==> src/rtl/ssd_scan_decoder.sv <==
// Receive-side decoder for the multiplexed 4-digit seven-segment bus: rebuilds 16-bit frames from stable digits.
// Optional SSD_DP_CAPTURE_EN: capture decimal points into dp_out and include dp in stability comparison.
module ssd_scan_decoder #(
    parameter int STABLE_CYC = 4,
    parameter int FRAME_TMO  = 65535
) (
    input  logic        clk,
    input  logic        rst_n,
    input  logic [3:0]  ssd_ctl,
    input  logic [7:0]  D_ssd,
    output logic [15:0] value,
    output logic        frame_done,
    output logic [3:0]  digit_err,
    output logic        ghost_err,
    output logic [3:0]  dp_out
);

    localparam int            TW       = $clog2(FRAME_TMO + 1);
    localparam logic [7:0]    STB      = 8'(STABLE_CYC);
    localparam logic [TW-1:0] TMO_LOAD = TW'(FRAME_TMO);

    logic [7:0] seg_in;
`ifdef SSD_DP_CAPTURE_EN
    assign seg_in = D_ssd;
`else
    logic unused_dp;
    assign unused_dp = D_ssd[0];
    assign seg_in    = {D_ssd[7:1], 1'b1};
`endif

    logic [3:0]    ctl_m, ctl_s, prev_ctl;
    logic [7:0]    seg_m, seg_s, prev_seg;
    logic [7:0]    cnt, cnt_next;
    logic          armed;
    logic [3:0]    mask;
    logic [TW-1:0] tmo_cnt;
    logic [15:0]   sh_val;
    logic [3:0]    sh_err;

    logic          ctl_chg, same_smp, armed_eff, stable_hit;
    logic          one_low, multi_low, capture, ghost_hit;
    logic [1:0]    dig_idx;
    logic [4:0]    dec;

    function automatic logic [4:0] decode_seg(input logic [6:0] s);
        case (s)
            7'b0000001: decode_seg = {1'b0, 4'h0};
            7'b1001111: decode_seg = {1'b0, 4'h1};
            7'b0010010: decode_seg = {1'b0, 4'h2};
            7'b0000110: decode_seg = {1'b0, 4'h3};
            7'b1001100: decode_seg = {1'b0, 4'h4};
            7'b0100100: decode_seg = {1'b0, 4'h5};
            7'b0100000: decode_seg = {1'b0, 4'h6};
            7'b0001111: decode_seg = {1'b0, 4'h7};
            7'b0000000: decode_seg = {1'b0, 4'h8};
            7'b0000100: decode_seg = {1'b0, 4'h9};
            7'b0001000: decode_seg = {1'b0, 4'hA};
            7'b1100000: decode_seg = {1'b0, 4'hB};
            7'b0110001: decode_seg = {1'b0, 4'hC};
            7'b1000010: decode_seg = {1'b0, 4'hD};
            7'b0110000: decode_seg = {1'b0, 4'hE};
            7'b0111000: decode_seg = {1'b0, 4'hF};
            default:    decode_seg = {1'b1, 4'h0};
        endcase
    endfunction

    always_comb begin
        ctl_chg  = (ctl_s != prev_ctl);
        same_smp = !ctl_chg && (seg_s == prev_seg);
        if (!same_smp)
            cnt_next = 8'd1;
        else if (cnt >= STB)
            cnt_next = STB;
        else
            cnt_next = cnt + 8'd1;
        armed_eff  = armed | ctl_chg;
        stable_hit = armed_eff && (cnt_next == STB);
        one_low    = $onehot(~ctl_s);
        multi_low  = !$onehot0(~ctl_s);
        capture    = stable_hit && one_low;
        ghost_hit  = stable_hit && multi_low;
        case (ctl_s)
            4'b1101: dig_idx = 2'd1;
            4'b1011: dig_idx = 2'd2;
            4'b0111: dig_idx = 2'd3;
            default: dig_idx = 2'd0;
        endcase
        dec = decode_seg(seg_s[7:1]);
    end

    // Synchroniser and previous-sample flops reset to the idle bus (all lines high)
    // so the first post-reset samples never look like a ghost select.
    always_ff @(posedge clk or negedge rst_n) begin
        if (!rst_n) begin
            ctl_m    <= 4'hF;
            ctl_s    <= 4'hF;
            seg_m    <= 8'hFF;
            seg_s    <= 8'hFF;
            prev_ctl <= 4'hF;
            prev_seg <= 8'hFF;
            cnt      <= 8'd0;
            armed    <= 1'b1;
        end else begin
            ctl_m    <= ssd_ctl;
            ctl_s    <= ctl_m;
            seg_m    <= seg_in;
            seg_s    <= seg_m;
            prev_ctl <= ctl_s;
            prev_seg <= seg_s;
            cnt      <= cnt_next;
            armed    <= (capture || ghost_hit) ? 1'b0 : armed_eff;
        end
    end

    always_ff @(posedge clk or negedge rst_n) begin
        if (!rst_n) begin
            mask       <= 4'h0;
            tmo_cnt    <= '0;
            sh_val     <= 16'h0;
            sh_err     <= 4'h0;
            value      <= 16'h0;
            digit_err  <= 4'h0;
            frame_done <= 1'b0;
            ghost_err  <= 1'b0;
        end else begin
            frame_done <= (mask == 4'hF);
            ghost_err  <= ghost_hit;
            if (mask == 4'hF) begin
                value     <= sh_val;
                digit_err <= sh_err;
            end
            // A capture landing on the publish cycle starts the next frame.
            if (capture) begin
                mask    <= ((mask == 4'hF) ? 4'h0 : mask) | ~ctl_s;
                tmo_cnt <= TMO_LOAD;
                sh_val[{dig_idx, 2'b00} +: 4] <= dec[3:0];
                sh_err[dig_idx]               <= dec[4];
            end else if (mask == 4'hF) begin
                mask <= 4'h0;
            end else if (mask != 4'h0) begin
                if (tmo_cnt <= TW'(1))
                    mask <= 4'h0;
                else
                    tmo_cnt <= tmo_cnt - TW'(1);
            end
        end
    end

`ifdef SSD_DP_CAPTURE_EN
    logic [3:0] sh_dp;
    always_ff @(posedge clk or negedge rst_n) begin
        if (!rst_n) begin
            sh_dp  <= 4'h0;
            dp_out <= 4'h0;
        end else begin
            if (capture)
                sh_dp[dig_idx] <= ~seg_s[0];
            if (mask == 4'hF)
                dp_out <= sh_dp;
        end
    end
`else
    assign dp_out = 4'h0;
`endif

endmodule

==> config.mk <==
export PLATFORM = sky130hd
export DESIGN_NAME = ssd_scan_decoder
export DESIGN_NICKNAME = d
export VERILOG_FILES = /design/src/rtl/ssd_scan_decoder.sv
export SDC_FILE = /design/constraint.sdc
export NUM_CORES = 1
export LEC_CHECK = 0
export ABC_AREA = 1
export BUFFER_PORTS_ARGS = -buffer_cell sky130_fd_sc_hd__buf_2
export CAP_MARGIN = 20
export CORE_MARGIN = 1.5
export CORE_UTILIZATION = 54
export DETAILED_ROUTE_END_ITERATION = 6
export GPL_TIMING_DRIVEN = 0
export PLACE_DENSITY = 0.76
export RECOVER_POWER = 50
export SETUP_SLACK_MARGIN = 0.5
export SYNTH_ARGS = -nofsm -noshare
export SYNTH_HDL_FRONTEND = slang
export SYNTH_SLANG_ARGS = --single-unit
==> constraint.sdc <==
create_clock -name clk -period 2.5 [get_ports clk]
set_clock_uncertainty 0.1 [all_clocks]
set_input_delay 0.5 -clock clk [delete_from_list [all_inputs] [get_ports clk]]
set_output_delay 0.5 -clock clk [all_outputs]
set_load 0.005 [all_outputs]
==> metrics.csv, run 1 <==
stage;metric;value;unit
clock_tree;clock-sinks;104;
place;port_buffers;34;
synthesis;syn_inst;573;
place;dp.cells;724;
setup_path;path_cells;inv_2, fa_1, ha_4, ha_4, nor2_2, nand2_1, inv_2, nand3_4, buf_6, o21ai_1, nand2_1;
setup_path;rr_worst_depth;11;
setup_path;crit_fanout;10;
global_route;grt_pass1_wl;16700;microns
synthesis;synth_cell_types;29;
global_route;grtUsageTotal;21.89;%
setup_path;path_class;flip-flop to flip-flop;
setup_path;crit_family;adder cells;
synthesis;synth_top_area_share;36.47;%
global_route;grt_max_degree;63;
drt;wl_met3;389;microns
drt;via_per_inst;5.060;
final_layout;final_net_count;667;
clock_tree;clockBufferDepth;2;
floorplan;fp-row-count;34;
timing;worst_hold_slack;0.08657;ns
flow_run;maxCapViolations;0;
setup_path;crit_cells;11;
outcome;status;finished, violations left;
global_route;grt_overflow;0;
place;place_area;0.005196;sq mm
clock_tree;cts_tree;yes;
clock_tree;clk_pin_slew_worst_paths;0.10;ns
drt;routedLengthMet1;4012;microns
synthesis;syn-cell-area;0.004803;sq mm
setup_path;r2r-end;sh_val[14]$_DFFE_PN0P_;
drt;drcViolationCount;0;
timing;rsz0062_at_grt;yes;
worst_hold_path;hp-class;primary input to async pin;
place;pre_cts_ws;-0.1221;ns
timing;fin_crit;2.545;ns
synthesis;synth_ff_type;dfrtp_1;
final_layout;antennaDiodeCount;0;
drt;vias;3805;
timing;fin_crit_sh;101.8;%
drt;drtPass1Iterations;5;
global_route;grt_pass1_vias;3826;
global_route;antenna_found_initial;0;
synthesis;synth_edf_count;0;
clock_tree;clk_latency;0.37;ns
timing;finalHoldViolCount;0;
timing;tightest_slew;0.7413;ns
synthesis;ys_ff_latch;104;
drt;wirelength;9536;microns
setup_path;cp-end-kind;flip-flop;
drt;wl_per_cell;12.68;microns
final_layout;fin_area;0.005670;sq mm
outcome;violations;setup timing;
power;max-vdd-ir-drop;368.4;uV
synthesis;synth_area_leaders;dfrtp_1 (36%), dfstp_2 (19%), nand2_1 (16%), inv_1 (5.4%), nor2_1 (4.4%);
power;leakage;3.097;nW
synthesis;async_flop_share;100.0;%
final_layout;fillers;710;
place;globalplace.congestion;0.8820;
synthesis;synth.yosys.seq_area_share;55.07;%
floorplan;io_pins;40;
timing;worst_slack;-0.04475;ns
final_layout;layout-drive-gt1-share;23.45;%
drt;drt-initial-drc-count;163;
final_layout;synthToLayoutAreaGrowth;18.05;%
timing;relSlewSlack;50.58;%
synthesis;yosys_warnings;0;
drt;wl_met2;4847;microns
timing;max_freq;0.3930;GHz
floorplan;core;0.008678;sq mm
clock_tree;h-tree-depth;3;
setup_path;required;2.66;ns
place;hpwl;6800;microns
floorplan;dieArea;0.009470;sq mm
power;power_density;522.9;mW/mm^2
timing;final_max_slew_viol_count;0;
clock_tree;cts-root-buf;clkbuf_8;
setup_path;slowest_stage;dfstp_2;
timing;setup_viol;22;
setup_path;cp.arrival;2.70;ns
synthesis;avgSynthCellArea;8.383;sq um
setup_path;start_kind;flip-flop;
setup_path;critPathBufInv;3;
setup_path;cpPeakStageDelay;0.59;ns
floorplan;dieWidth;97.32;microns
setup_path;reg2reg_from;ctl_s[0]$_DFF_PN1_;
final_layout;layout.cells.non_filler;752;
clock_tree;cts_buffers;9;
floorplan;start_util;55.35;%
synthesis;synth_top_cell_by_area;dfrtp_1;
floorplan;die_h;97.32;microns
drt;routed.top_layer;met4;
setup_path;r2r_setup_slack;-0.04;ns
drt;ant_nets;0;
==> routing by layer <==
metal  vias to the layer above  GRT usage [%]
li1                       1893              -
met1                      1798          25.71
met2                        87          38.78
met3                        27          4.676
met4                         0          9.341
met5                         -              0
==> repair_timing <==
| item | CTS | global route |
|---|---|---|
| endpoints found under the setup margin | 42 | 42 |
| gates resized for setup | 27 | 16 |
| pin swaps | 18 | 13 |
| hold buffers | 0 | 0 |
| setup buffers | 7 | 4 |
| cloned | 1 | 0 |
==> state kept, by name (all words and copies together) (netlist names) <==
register and cells:
ghost_err 1, ctl_m 4, prev_ctl 4, sh_err 4, prev_seg 7, frame_done 1, mask 4, tmo_cnt 16
value 16, ctl_s 4, cnt 8, sh_val 16, digit_err 4, seg_m 7, seg_s 7, armed 1
==> final cells by class <==
class | instances | area [sq um] | share of cell area (%)
Timing Repair Buffer | 47 | 306.5 | 5.406
Buffer | 11 | 78.83 | 1.390
Tap cell | 108 | 135.1 | 2.383
Clock inverter | 7 | 60.06 | 1.059
Clock buffer | 9 | 123.9 | 2.184
Sequential cell | 104 | 2645 | 46.65
Inverter | 75 | 284.0 | 5.009
Multi-Input combinational cell | 391 | 2037 | 35.92
==> power breakdown <==
group          leakage (nW)  total [mW]  switching [mW]  internal (mW)
logic                  1.68       0.223           0.141         0.0821
registers              1.32        1.76          0.0218           1.73
clock network        0.0969       0.986           0.603          0.383
==> how the worst max path moves through the flow <==
stage,start,endpoint,slack (ns)
after floorplan,ctl_s[0]$_DFF_PN1_,sh_err[3]$_DFFE_PN0P_,0.1
after global placement,rst_n,sh_val[1]$_DFFE_PN0P_,-0.15
after detailed placement,ctl_s[0]$_DFF_PN1_,sh_val[3]$_DFFE_PN0P_,-0.12
after CTS,ctl_s[3]$_DFF_PN1_,sh_val[14]$_DFFE_PN0P_,-0.09
after global routing,ctl_s[0]$_DFF_PN1_,sh_err[1]$_DFFE_PN0P_,-0.20
final,ctl_s[0]$_DFF_PN1_,sh_val[14]$_DFFE_PN0P_,-0.04
==> cells by family after synthesis <==
| logic type | synth area share (%) |
|---|---|
| simple gates | 28.73 |
| flops | 55.07 |
| buf+inv | 7.241 |
| compound gates | 3.439 |
| fa+ha+maj | 3.803 |
| xor+xnor | 1.641 |
| other cells | 0.07807 |
==> synthesized netlist by cell type (2+ instances only) <==
cell      number
buf_4          4
inv_1         69
xnor2_1        7
buf_2          2
ha_1          13
nand4_1       14
dfstp_2       34
nor2_2         4
nor3_1        10
o21ai_1       16
dfrtp_1       70
nand2_1      199
clkbuf_1       3
inv_2          6
nor2_1        56
nand3_1       37
o21ai_0       14
nor2_4         3
xor2_1         2
==> through the flow <==
step                TNS (ns)  power (mW)  util (%)
global route          -4.459       3.092     65.34
finish               -0.5027       2.965     65.34
floorplan                  0       1.886         -
global placement      -10.59       1.947     59.62
detailed placement    -1.780       1.960     59.88
CTS                  -0.7381       2.987     64.22
==> cells in the final DEF, fill, tap and decap left out, types with 14 or more instances in the layout <==
cell and n:
inv_1 64, nand4_1 14, dfrtp_1 70, dfstp_2 30, buf_4 16, o21ai_0 14
buf_2 33, nand2_1 191, nor2_1 52, nand3_1 30
(Power assumes the default switching activity.)
==> run 2: changes to the inputs <==
--- a/config.mk
+++ b/config.mk
@@ -9,10 +9,9 @@
 export BUFFER_PORTS_ARGS = -buffer_cell sky130_fd_sc_hd__buf_2
 export CAP_MARGIN = 20
 export CORE_MARGIN = 1.5
-export CORE_UTILIZATION = 54
+export CORE_UTILIZATION = 40
 export DETAILED_ROUTE_END_ITERATION = 6
 export GPL_TIMING_DRIVEN = 0
-export PLACE_DENSITY = 0.76
 export RECOVER_POWER = 50
 export SETUP_SLACK_MARGIN = 0.5
 export SYNTH_ARGS = -nofsm -noshare
==> metrics.csv, run 2 (synthesis gave the netlist of run 1 again) <==
stage;metric;value;unit;change
flow_run;maxCapViolations;0;;unchanged
timing;finalHoldViolCount;0;;unchanged
clock_tree;clockBufferDepth;2;;unchanged
clock_tree;clock-sinks;104;;unchanged
power;seq_power_share;51.3;%;-7.9 points
global_route;antenna_found_initial;0;;unchanged
worst_hold_path;hp-start;ssd_ctl[3];;
drt;drtPass1Iterations;7;;+2
timing;fin_crit;2.522;ns;-0.02269 ns
timing;tightest_slew;1.238;ns;+0.4967 ns
power;leakage;3.163;nW;+2.1%
final_layout;final_common_cell;nand2_1;;
place;hpwl;6611;microns;-2.8%
floorplan;core;0.01156;sq mm;+33%
clock_tree;h-tree-depth;3;;unchanged
clock_tree;clk_pin_slew_worst_paths;0.07;ns;-0.03 ns
worst_hold_path;hp-class;primary input to flip-flop;;
floorplan;start_util;41.53;%;-14 points
setup_path;cp.arrival;2.72;ns;+0.02 ns
drt;drcViolationCount;1;;+1
timing;final_max_slew_viol_count;0;;unchanged
power;p_switching;0.7939;mW;+3.6%
floorplan;die_h;112.6;microns;+16%
clock_tree;cts_tree;yes;;
global_route;grt_max_degree;59;;-6.3%
final_layout;multi_input_area;0.002026;sq mm;-0.55%
place;place_area;0.005248;sq mm;+0.99%
clock_tree;cts-root-buf;clkbuf_16;;
drt;vias;3738;;-1.8%
power;swShare;23.22;%;-2.6 points
final_layout;final_net_count;669;;+0.30%
place;globalplace.congestion;0.8428;;-4.4%
final_layout;layout-drive-gt1-share;22.60;%;-0.85 points
final_layout;utilization;50.64;%;-15 points
final_layout;antennaDiodeCount;0;;unchanged
setup_path;reg2reg_from;ctl_s[0]$_DFF_PN1_;;
drt;wl_per_cell;12.20;microns;-3.8%
global_route;grt_pass1_wl;16570;microns;-0.75%
outcome;violations;DRC, setup timing;;
final_layout;seq_area;0.002645;sq mm;unchanged
power;max-vdd-ir-drop;468.2;uV;+27%
final_layout;fin_area;0.005857;sq mm;+3.3%
drt;drt-initial-drc-count;149;;-8.6%
clock_tree;clk_latency;0.35;ns;-0.02 ns
final_layout;synthToLayoutAreaGrowth;21.93;%;
setup_path;path_class;flip-flop to flip-flop;;
floorplan;dieWidth;112.6;microns;+16%
timing;relSlewSlack;17.47;%;-33 points
floorplan;fp-row-count;39;;+15%
setup_path;crit_fanout;6;;-4
global_route;grtUsageTotal;16.48;%;-5.4 points
power;intPower;2.625;mW;+19%
power;clockPowerShare;41.8;%;+8.5 points
setup_path;critPathLaunch;ctl_s[0]$_DFF_PN1_;;
timing;setup_viol;11;;-50%
global_route;grt_overflow;0;;unchanged
global_route;grt_pass1_vias;3712;;-3.0%
drt;wirelength;9622;microns;+0.90%
final_layout;fillers;1072;;+51%
drt;via_per_inst;4.738;;-6.4%
outcome;status;finished, violations left;;
setup_path;required;2.69;ns;+0.03 ns
floorplan;io_pins;40;;unchanged
timing;worst_slack;-0.02205;ns;+0.02269 ns
final_layout;largestRegisters;sh_val x16, tmo_cnt x16, value x16;;
power;power_density;583.8;mW/mm^2;+12%
power;p_comb_share;6.9;%;-0.6 points
floorplan;dieArea;0.01267;sq mm;+34%
timing;max_freq;0.3965;GHz;+0.90%
setup_path;cp-end-kind;flip-flop;;
timing;rsz0062_at_grt;yes;;
drt;ant_nets;0;;unchanged
clock_tree;cts_buffers;9;;unchanged
setup_path;start_kind;flip-flop;;
place;port_buffers;34;;unchanged
timing;fin_crit_sh;100.9;%;-0.91 points
final_layout;final_cell_mix;nand2_1 (189), dfrtp_1 (70), inv_1 (61);;
-- run 2: cell types whose count changed in the layout (fill, tap and decap cells not counted), sizes merged --
cell	before	now
buf	55	56
inv	80	76
clkinv	2	3
clkbuf	12	16
-- run 2: per-layer routing --
| metal | global-route usage (%) | vias up | wire (microns) |
|---|---|---|---|
| met5 | 0 | - | 0 |
| met4 | 5.401 | 0 | 121 |
| met3 | 4.698 | 8 | 401 |
| met2 | 27.60 | 56 | 4628 |
| met1 | 20.63 | 1772 | 4470 |
| li1 | - | 1902 | - |
-- run 2: cell type report --
type	instances	area share (%)
Sequential cell	104	45.16
Multi-Input combinational cell	391	34.59
Timing Repair Buffer	49	5.704
Inverter	75	4.849
Clock buffer	12	4.764
Tap cell	143	3.055
Buffer	11	1.346
Clock inverter	4	0.5341
-- run 2: critical path: stages, from the launching register on --
cell and delay [ns]:
dfstp_2 0.57, inv_2 0.05, fa_1 0.58, ha_4 0.15, ha_4 0.20, nor2_4 0.08, nand2_2 0.05, inv_2 0.07
nand3_4 0.16, buf_6 0.17, nor2_4 0.14, nand2_1 0.08, nand2_1 0.06
-- run 2: path summary, 6_finish.rpt --
| kind | end | slack, ns | cells past startpoint |
|---|---|---|---|
| setup / recovery | sh_err[1]$_DFFE_PN0P_ | -0.02 | 12 |
| hold / removal | ctl_m[3]$_DFF_PN1_ | 0.14 | 1 |
| min in group asynchronous | cnt[5]$_DFF_PN0_ | 0.30 | 1 |
| setup reg to reg | sh_err[1]$_DFFE_PN0P_ | -0.02 | 12 |
| hold reg to reg | ctl_s[1]$_DFF_PN1_ | 0.26 | 0 |
| max in group asynchronous | seg_m[5]$_DFF_PN1_ | 1.08 | 2 |
-- run 2: per-stage QoR --
stage                     cells  hold WS, ns  worst slack, ns  TNS, ns  power (mW)
after floorplan             581       0.1044          0.09676        0       1.886
after global placement      758       0.2455          -0.2609   -19.39       1.952
after detailed placement    759       0.2472          -0.1328   -2.298       1.963
after CTS                   787      0.08400         -0.03069  -0.1686       3.458
after global routing        789       0.1220          -0.1505   -2.258       3.553
final                       789       0.1396         -0.02205  -0.1478       3.419
-- run 2: repair_timing --
action / in CTS / in global routing
hold buffers: 0 / 0
resized for setup: 30 / 16
endpoints found under the setup margin: 41 / 42
pin swaps: 21 / 19
setup buffers: 11 / 2
gates cloned: 1 / 0
-- run 2: power groups by stage --
stage / clock network, mW / logic [mW] / registers, mW
global placement: 0 / 0.163 / 1.79
CTS: 1.48 / 0.219 / 1.76
detailed placement: 0 / 0.172 / 1.79
finish: 1.43 / 0.236 / 1.75
global route: 1.53 / 0.266 / 1.76
floorplan: 0 / 0.103 / 1.78
